[config.mk]
export PLATFORM = sky130hd
export DESIGN_NAME = alu_vector_driver
export DESIGN_NICKNAME = d
export VERILOG_FILES = /design/src/rtl/alu_vector_driver.sv
export SDC_FILE = /design/constraint.sdc
export NUM_CORES = 1
export LEC_CHECK = 0
export BUFFER_PORTS_ARGS = -buffer_cell sky130_fd_sc_hd__buf_2
export CELL_PAD_IN_SITES_DETAIL_PLACEMENT = 0
export CELL_PAD_IN_SITES_GLOBAL_PLACEMENT = 1
export CORE_MARGIN = 2
export CORE_UTILIZATION = 40
export DETAILED_ROUTE_END_ITERATION = 10
export HOLD_SLACK_MARGIN = 0.08
export PLACE_DENSITY_LB_ADDON = 0.1
export SLEW_MARGIN = 5
export SYNTH_ARGS = -nofsm -noshare
export SYNTH_HDL_FRONTEND = slang
export SYNTH_SLANG_ARGS = --single-unit
[constraint.sdc]
create_clock -name clock -period 4.65 [get_ports clock]
set_clock_uncertainty 0.15 [all_clocks]
set_input_delay 1.395 -clock clock [delete_from_list [all_inputs] [get_ports clock]]
set_output_delay 1.395 -clock clock [all_outputs]
set_load 0.005 [all_outputs]
[src/rtl/alu_vector_driver.sv]
// Drives pseudo-random vectors into a 4-bit ALU and checks each result against a golden model.
// Results are compacted into a MISR, and mismatches are counted with saturation; one vector is issued per cycle.
module alu_vector_driver #(
  parameter int          WIDTH = 4,
  parameter logic [15:0] SEED  = 16'hACE1
) (
  input  logic             clock,
  input  logic             reset,
  input  logic             io_start,
  input  logic [15:0]      io_numVectors,
  input  logic [3:0]       io_opMask,
  output logic [WIDTH-1:0] io_alu_a,
  output logic [WIDTH-1:0] io_alu_b,
  output logic [1:0]       io_alu_opcode,
  input  logic [WIDTH-1:0] io_alu_out,
  output logic             io_busy,
  output logic             io_done,
  output logic [15:0]      io_signature,
  output logic [15:0]      io_mismatches
);

  typedef enum logic [1:0] {IDLE, RUN, DRAIN, DONE} state_t;

  state_t           state_q;
  logic [15:0]      lfsr_q, lfsr_d;
  logic [15:0]      cnt_q;
  logic [3:0]       mask_q, eff_mask;
  logic             vld_q;
  logic [WIDTH-1:0] a_q, b_q, exp_d;
  logic [1:0]       op_q, op_d, low_op;
  logic             busy_q, done_q;
  logic [15:0]      sig_q, sig_d, mism_q, mism_d;

  assign lfsr_d = {lfsr_q[14:0], lfsr_q[15] ^ lfsr_q[13] ^ lfsr_q[12] ^ lfsr_q[10]};

  // Disabled raw opcodes fall back to the lowest enabled one; an empty mask means add-only.
  assign eff_mask = (mask_q == 4'd0) ? 4'b0001 : mask_q;

  always_comb begin
    low_op = 2'd0;
    for (int k = 3; k >= 0; k--) begin
      if (eff_mask[k]) low_op = 2'(k);
    end
    op_d = eff_mask[lfsr_q[9:8]] ? lfsr_q[9:8] : low_op;
  end

  always_comb begin
    exp_d = '0;
    case (op_q)
      2'd0:    exp_d = a_q + b_q;
      2'd1:    exp_d = a_q - b_q;
      2'd2:    exp_d = a_q;
      default: exp_d = b_q;
    endcase
  end

  assign sig_d  = {sig_q[14:0], sig_q[15] ^ sig_q[13] ^ sig_q[12] ^ sig_q[10]}
                ^ {{(16-WIDTH){1'b0}}, io_alu_out};
  assign mism_d = ((io_alu_out != exp_d) && (mism_q != 16'hFFFF)) ? mism_q + 16'd1 : mism_q;

  always_ff @(posedge clock or posedge reset) begin
    if (reset) begin
      state_q <= IDLE;
      lfsr_q  <= SEED;
      cnt_q   <= '0;
      mask_q  <= '0;
      vld_q   <= 1'b0;
      a_q     <= '0;
      b_q     <= '0;
      op_q    <= '0;
      busy_q  <= 1'b0;
      done_q  <= 1'b0;
      sig_q   <= '0;
      mism_q  <= '0;
    end else begin
      done_q <= 1'b0;
      vld_q  <= 1'b0;
      // The vector on the ALU pins was issued last cycle; its result is settled now.
      if (vld_q) begin
        sig_q  <= sig_d;
        mism_q <= mism_d;
      end
      case (state_q)
        IDLE: begin
          if (io_start) begin
            cnt_q  <= io_numVectors;
            mask_q <= io_opMask;
            sig_q  <= '0;
            mism_q <= '0;
            lfsr_q <= SEED;
            if (io_numVectors == 16'd0) begin
              state_q <= DONE;
              done_q  <= 1'b1;
            end else begin
              state_q <= RUN;
              busy_q  <= 1'b1;
            end
          end
        end
        RUN: begin
          a_q    <= lfsr_q[WIDTH-1:0];
          b_q    <= lfsr_q[2*WIDTH-1:WIDTH];
          op_q   <= op_d;
          lfsr_q <= lfsr_d;
          cnt_q  <= cnt_q - 16'd1;
          vld_q  <= 1'b1;
          if (cnt_q == 16'd1) state_q <= DRAIN;
        end
        DRAIN: begin
          state_q <= DONE;
          done_q  <= 1'b1;
          busy_q  <= 1'b0;
        end
        default: state_q <= IDLE;
      endcase
    end
  end

  assign io_alu_a      = a_q;
  assign io_alu_b      = b_q;
  assign io_alu_opcode = op_q;
  assign io_busy       = busy_q;
  assign io_done       = done_q;
  assign io_signature  = sig_q;
  assign io_mismatches = mism_q;

endmodule

# Word-level counts from Yosys, hierarchy flattened
# Index checks and enable logic that the tools add are counted.
# W data, S select, Z words.
# totals
output_inout_bits	44
input_bits	27
word_cells	76
reg_bits	83
# classes
eq_ne	10
mux	31
bitwise	7
order_cmp	1
n_addsub	4
reduce_logical	11
# op_table
operator	n
$mux W16	9
$pmux W16 S2	2
$add A16 B1 Y16 const B	1
$eq A16 B1 Y1 const B	1
$logic_not A16 Y1	1
$mux W2	8
$ne A16 B16 Y1 const B	1
$sub A16 B1 Y16 const B	1
$xor A16 B4 Y16	1
$pmux W4 S3	1
$mux W1	6
$ne A2 B2 Y1 const B	3
$pmux W2 S3	1
$reduce_and A2 Y1	3
$xor A1 B1 Y1	6
$add A4 B4 Y4	1
$eq A2 B1 Y1 const B	2
$eq A2 B2 Y1 const B	2
$logic_not A2 Y1	2
$logic_not A4 Y1	1
$mux W4	1
$ne A4 B4 Y1	1
$pmux W1 S2	2
$reduce_bool A2 Y1	2
other kinds (5)	5

# Longest topological paths before layout
# Gate-level depths: netlist of the first run.
# depth
ltp_word	8
mapped_depth	17

# Worst setup path after synthesis of the first run
# No wires, ideal clock.
# synth_timing
kind	flip-flop to flip-flop
start	register op_q[1] (netlist: io_alu_opcode[1])
end	register mism_q[4] (netlist: io_mismatches[4])
setup_time_ps	78
path_buffers	2
path_stages_with_launch	16
arrival_time_ps	3326
period_less_slack_ps	3554
t_required_ps	4422
setup_slack_ps	1096
cell_sequence	dfrtp_1 > clkbuf_1 > inv_1 > nand2_1 > o21ai_0 > inv_1 > ha_1 > and3b_4 > or3_1 > a211o_1 > a21oi_1 > nor4bb_1 > or2_1 > buf_2 > or4_1 > a21oi_1
# synth_between
elab_chain_cells	8
word_cells_on_any_way	10
# synth_lines
item	line_no	source
start: declaration	30	logic [1:0] op_q, op_d, low_op;
start signal: assignment	103	op_q <= op_d;
$eq A2 B2 Y1 (tied with other cells)	49	case (op_q)
$pmux W4 S3 (*)	49	
$ne A4 B4 Y1 (*)	59	assign mism_d = ((io_alu_out != exp_d) && (mism_q != 16'hFFFF)) ? mism_q + 16'd1 : mism_q;
$logic_and A1 B1 Y1 (*)	59	
$mux W16 (*)	59	
$mux W16 (*)	79	if (vld_q) begin
$mux W16	85	if (io_start) begin
$mux W16 (*)	83	case (state_q)
end signal: assignment	81	mism_q <= mism_d;
end: declaration	32	logic [15:0] sig_q, sig_d, mism_q, mism_d;
# Every way passes the cells marked *; elsewhere a longest branch is shown, timed or not.
# A chain may end at the register's enable or synchronous reset.

# Final worst setup path of the first run
# layout_timing
start	register op_q[1] (netlist: io_alu_opcode[1])
end	register mism_q[6] (netlist: io_mismatches[6])
# The elaborated chain is that of the path after synthesis.

==> results.json, run 1 <==
{
  "cp_max_fo": 18,
  "cts_made_buffers": 9,
  "r2r_slack_ns": 0.75,
  "cts.htree.levels": 3,
  "n_fill_cell": 1081,
  "antenna_found_initial": 0,
  "hold_path_class": "reg -> reg",
  "rsz0062_at_grt": "no",
  "row_count": 38,
  "drc": 0,
  "synth_common_cells": "dfrtp_1, nand2_1, nor2_1",
  "synthArstFlopShare_pct": 100.0,
  "avgViaCountPerCell": 5.505,
  "grt_pass1_wl_um": 18060,
  "ys_seq_elements": 83,
  "syn_inst": 489,
  "cellPowerDensity_nw_per_um2": 637.5,
  "firstDrtPassIters": 4,
  "setup_violations": 0,
  "clock_sinks": 83,
  "power_frac_clock_pct": 15.9,
  "drive_gt1_share_pct": 19.39,
  "vias": 3837,
  "pwr-share-comb_pct": 45.8,
  "overflow": 0,
  "place_congestion": 0.8257,
  "ys_types": 53,
  "endpoint": "io_mismatches[6]$_DFF_PP0_",
  "yosysMostFrequentCell": "dfrtp_1",
  "critPathLaunchType": "flip-flop",
  "endpoint_kind": "flip-flop",
  "clock_path_buffers": 2,
  "synth_seq_area_share_pct": 46.37,
  "whs_ns": 0.3555,
  "p_switching_mw": 1.451,
  "fin_crit_sh_pct": 83.95,
  "rr_startpoint": "io_alu_opcode[1]$_DFFE_PP0P_",
  "hold_buffers": 0,
  "switching_share_pct": 43.94,
  "antenna_left": 0,
  "synth_top_area_share_pct": 41.70,
  "hold_viol_final": 0,
  "worstPathArrival_ns": 4.05,
  "n_antenna_cell": 0,
  "drt-total-wl_um": 10930,
  "dp_hpwl_um": 7683,
  "required_ns": 4.80,
  "design_area_um2": 5179,
  "post-route-util_pct": 47.56,
  "r2r-end": "io_mismatches[6]$_DFF_PP0_",
  "fp.dieW_um": 110.1,
  "cts_tree": "built",
  "max_freq_mhz": 256.2,
  "avgSynthCellArea_um2": 9.204,
  "pin_count": 71,
  "grt_pass1_vias": 3654,
  "clockRootBuffer": "clkbuf_8",
  "synth-edff-count": 0,
  "ys.flop_type": "dfrtp_1",
  "fp.dieArea_um2": 12120,
  "clk_pin_slew_ns": 0.10,
  "internal_power_mw": 1.851,
  "outcome": "finished clean",
  "fin_crit_ns": 3.904,
  "synth.area.top_cells": "dfrtp_1, mux2i_1, dfstp_2, nand2_1, a21oi_1",
  "start_util_pct": 41.34,
  "place_area_um2": 4982,
  "irDropWorstVdd_mv": 0.3391,
  "maxCapViolCount": 0,
  "postCtsSetupRepairBufs": 0,
  "cp-startpoint": "io_alu_opcode[1]$_DFFE_PP0P_",
  "wl_per_cell_um": 15.68,
  "clk_latency_ns": 0.38,
  "core_area_um2": 10890,
  "critPathKind": "reg -> reg",
  "dp.cells": 681,
  "drv_slew": 0,
  "tns_ns": 0,
  "final_cells": 697,
  "worstRegToRegCells": 13,
  "p_leak_nw": 2.366,
  "grt_max_degree": 46,
  "syn_area_um2": 4501,
  "drtIter0Drc": 209,
  "grt_usage_pct": 19.28,
  "cts_resized": 0,
  "p_seq_share_pct": 38.2,
  "slew_headroom_pct": 26.55,
  "yosys_warnings": 0,
  "worst_pin_slew_ns": 1.102,
  "die_y_um": 110.1,
  "syn-num-nets": 528,
  "syn_to_final_growth_pct": 15.07,
  "synth_top_area_cell": "dfrtp_1",
  "fin_nets": 591,
  "port_buffers": 70
}
==> metrics by stage <==
| stage | power, mW | setup WS [ns] |
|---|---|---|
| after floorplan | 2.381 | 0.9814 |
| after global placement | 2.764 | 0.8667 |
| after detailed placement | 2.801 | 0.7904 |
| after CTS | 3.336 | 0.7543 |
| after global routing | 3.600 | 0.4696 |
| final | 3.302 | 0.7462 |
==> cells in the final DEF (no fill, tap or decap), types with 8 or more instances in the layout <==
| cell type | n |
|---|---|
| inv_1 | 22 |
| a21oi_1 | 37 |
| xnor2_1 | 13 |
| nor4_1 | 9 |
| a31oi_1 | 8 |
| dfrtp_1 | 75 |
| nor2_1 | 44 |
| clkbuf_8 | 9 |
| ha_1 | 11 |
| buf_2 | 70 |
| dfstp_2 | 8 |
| mux2i_1 | 23 |
| nand3_1 | 16 |
| o21ai_0 | 34 |
| nand2_1 | 52 |
==> metal layers <==
layer | vias up | routed length, µm | GRT usage (%)
li1 | 1879 | - | -
met1 | 1846 | 5390 | 26.29
met2 | 99 | 4880 | 30.85
met3 | 13 | 482 | 2.822
met4 | 0 | 180 | 7.685
met5 | - | 0 | 0
==> layout make-up <==
| type | count | area, µm² | area share (%) |
|---|---|---|---|
| multi-input cells | 357 | 2226 | 42.98 |
| clock buffers | 9 | 123.9 | 2.392 |
| repair buffers | 77 | 402.9 | 7.780 |
| clock inverters | 7 | 72.57 | 1.401 |
| inverters | 24 | 91.34 | 1.764 |
| well taps | 140 | 175.2 | 3.382 |
| flip-flops and latches | 83 | 2087 | 40.30 |
==> how the worst min path moves through the flow <==
stage / start / endpoint / cells after the start
floorplan: lfsr_q[14]$_DFFE_PP0P_ / lfsr_q[15]$_DFFE_PP1P_ / 1
global placement: lfsr_q[14]$_DFFE_PP0P_ / lfsr_q[15]$_DFFE_PP1P_ / 1
detailed placement: lfsr_q[14]$_DFFE_PP0P_ / lfsr_q[15]$_DFFE_PP1P_ / 1
CTS: lfsr_q[14]$_DFFE_PP0P_ / lfsr_q[15]$_DFFE_PP1P_ / 1
global route: lfsr_q[14]$_DFFE_PP0P_ / lfsr_q[15]$_DFFE_PP1P_ / 1
finish: lfsr_q[14]$_DFFE_PP0P_ / lfsr_q[15]$_DFFE_PP1P_ / 1
==> power groups by stage <==
stage / logic, mW / registers [mW] / clock network, mW
floorplan: 1.18 / 1.20 / 0
finish: 1.51 / 1.26 / 0.526
global placement: 1.50 / 1.26 / 0
CTS: 1.53 / 1.26 / 0.543
global route: 1.72 / 1.30 / 0.576
detailed placement: 1.53 / 1.27 / 0
==> kinds of logic (layout without fill, tap and decap cells) <==
group / Yosys count / in the layout / share of synthesized area [%]
simple gates: 171 / 171 / 18.65
compound gates: 132 / 132 / 18.32
flops: 83 / 83 / 46.37
buf+inv: 49 / 117 / 4.170
mux: 26 / 26 / 5.866
xor+xnor: 16 / 16 / 3.114
fa+ha+maj: 12 / 12 / 3.503
==> worst max-delay path, cell delays in order, from the launching register on <==
cell	delay [ns]
dfrtp_1	0.51
inv_1	0.15
nand2_1	0.08
o21ai_0	0.31
inv_1	0.09
ha_1	0.28
and3b_4	0.19
or3_1	0.34
a211o_1	0.31
a21oi_1	0.14
nor4bb_1	0.10
or2_1	0.44
or4_1	0.57
a21oi_1	0.17
==> sequential cells by signal, summed over array words and instances, names as in the netlist <==
name	flops
mask_q	4
io_signature	16
lfsr_q	16
io_alu_b	4
io_alu_a	4
vld_q	1
io_mismatches	16
io_busy	1
io_alu_opcode	2
state_q	2
io_done	1
cnt_q	16
Note: power is estimated with default switching activity, not from simulation.
==> inputs of run 2 (changes only) <==
- clock period: 4.65 -> 4.05 ns (I/O delays scaled with it)
==> run 2 against run 1 <==
  * Die area unchanged
  * First-iteration DRC count increased by 67%
  * Count of clock-buffer cells in the layout increased by 2
  * Largest cell class unchanged
==> results.json, run 2 (synthesized netlist as in run 1, its figures left out) <==
{
  "cts.htree.levels": 3,
  "required_ns": 4.19,
  "cts_made_buffers": 9,
  "rsz0062_at_grt": "no",
  "die_y_um": 110.1,
  "outcome": "finished clean",
  "clk_pin_slew_ns": 0.09,
  "setup_violations": 0,
  "grt_pass1_vias": 3559,
  "core_area_um2": 10890,
  "grt_pass1_wl_um": 17710,
  "grt_max_degree": 52,
  "hold_viol_final": 0,
  "pin_count": 71,
  "fin_crit_sh_pct": 93.99,
  "n_antenna_cell": 0,
  "fp.dieArea_um2": 12120,
  "layout_common_cells": "dfrtp_1, buf_2, nand2_1",
  "p_leak_nw": 2.380,
  "design_area_um2": 5214,
  "drive_gt1_share_pct": 19.50,
  "overflow": 0,
  "fin_crit_ns": 3.807,
  "final_cells": 699,
  "drt-total-wl_um": 10760,
  "place_congestion": 0.8656,
  "drv_slew": 0,
  "wl_per_cell_um": 15.39,
  "port_buffers": 70,
  "worst_pin_slew_ns": 0.6394,
  "vias": 3811,
  "dp.cells": 683,
  "irDropWorstVdd_mv": 0.3562,
  "firstDrtPassIters": 5,
  "endpoint_kind": "flip-flop",
  "clock_path_buffers": 2,
  "slew_headroom_pct": 57.27,
  "hold_path_class": "reg -> reg",
  "place_area_um2": 5010,
  "postCtsSetupRepairBufs": 0,
  "final_common_cell": "dfrtp_1",
  "drtIter0Drc": 350,
  "cts_tree": "built",
  "fin_nets": 593,
  "critPathKind": "reg -> reg",
  "clock_sinks": 83,
  "clockRootBuffer": "clkbuf_8",
  "fp.dieW_um": 110.1,
  "cp_max_fo": 18,
  "row_count": 38,
  "critPathLaunchType": "flip-flop",
  "antenna_found_initial": 0,
  "dp_hpwl_um": 7511,
  "p_total_mw": 3.810,
  "clk_latency_ns": 0.37,
  "hold_buffers": 0,
  "avgViaCountPerCell": 5.452,
  "cts_resized": 0,
  "post-route-util_pct": 47.89,
  "syn_to_final_growth_pct": 15.85,
  "worstPathArrival_ns": 3.95,
  "grt_usage_pct": 18.91,
  "drc": 0,
  "maxCapViolCount": 0,
  "tns_ns": 0,
  "antenna_left": 0,
  "start_util_pct": 41.34,
  "max_freq_mhz": 262.7,
  "cellPowerDensity_nw_per_um2": 730.7
}
-- run 2: cell types whose count changed in the layout (fill, tap and decap cells not counted), sizes merged --
cell	previous run	this run
bufinv	0	1
clkinvlp	1	2
inv	25	23
clkinv	5	3
clkbuf	9	11
buf	77	79
-- run 2: power breakdown --
group	total, mW	switching, mW	internal, mW
logic	1.76	1.01	0.750
clock network	0.624	0.318	0.305
registers	1.42	0.281	1.14
-- run 2: per-stage QoR --
stage | setup slack (ns) | hold slack [ns]
finish | 0.2435 | 0.3491
global route | 0.007837 | 0.3760
detailed placement | 0.2912 | 0.3320
global placement | 0.3787 | 0.3225
CTS | 0.2384 | 0.3484
floorplan | 0.4959 | 0.3121
-- run 2: cell type report --
cell class,instances,area [µm²]
Clock buffer,11,141.4
Clock inverter,5,62.56
Fill cell,1069,5674
Inverter,24,91.34
Multi-Input combinational cell,357,2226
Sequential cell,83,2087
Tap cell,140,175.2
Timing Repair Buffer,79,430.4
-- run 2: layer usage --
metal / vias to the layer above / part of all wire [%] / track usage (%)
met3: 10 / 4.3 / 3.410
met2: 68 / 46 / 29.75
met1: 1854 / 48 / 25.92
met4: 0 / 1.4 / 7.233
met5: - / 0 / 0
li1: 1879 / - / -
-- run 2: worst paths after layout --
path | start | to | slack, ns | depth (start not counted)
setup / recovery | io_alu_b[0]$_DFFE_PP0P_ | io_mismatches[6]$_DFF_PP0_ | 0.24 | 14
hold / removal | lfsr_q[14]$_DFFE_PP0P_ | lfsr_q[15]$_DFFE_PP1P_ | 0.35 | 1
setup reg to reg | io_alu_b[0]$_DFFE_PP0P_ | io_mismatches[6]$_DFF_PP0_ | 0.24 | 14
hold reg to reg | lfsr_q[14]$_DFFE_PP0P_ | lfsr_q[15]$_DFFE_PP1P_ | 0.35 | 1
max in group asynchronous | reset | cnt_q[9]$_DFFE_PP0P_ | 2.35 | 3
min in group asynchronous | reset | io_alu_a[2]$_DFFE_PP0P_ | 0.73 | 2
-- run 2: critical path, cell delays in order (launching register included) --
cell	delay [ns]
dfrtp_1	0.42
inv_1	0.08
ha_1	0.28
nand2_1	0.04
o21ai_0	0.14
inv_1	0.09
ha_1	0.27
and3b_4	0.19
or3_1	0.34
a211o_1	0.31
a21oi_1	0.13
nor4bb_1	0.09
or2_1	0.44
or4_1	0.57
a21oi_1	0.17
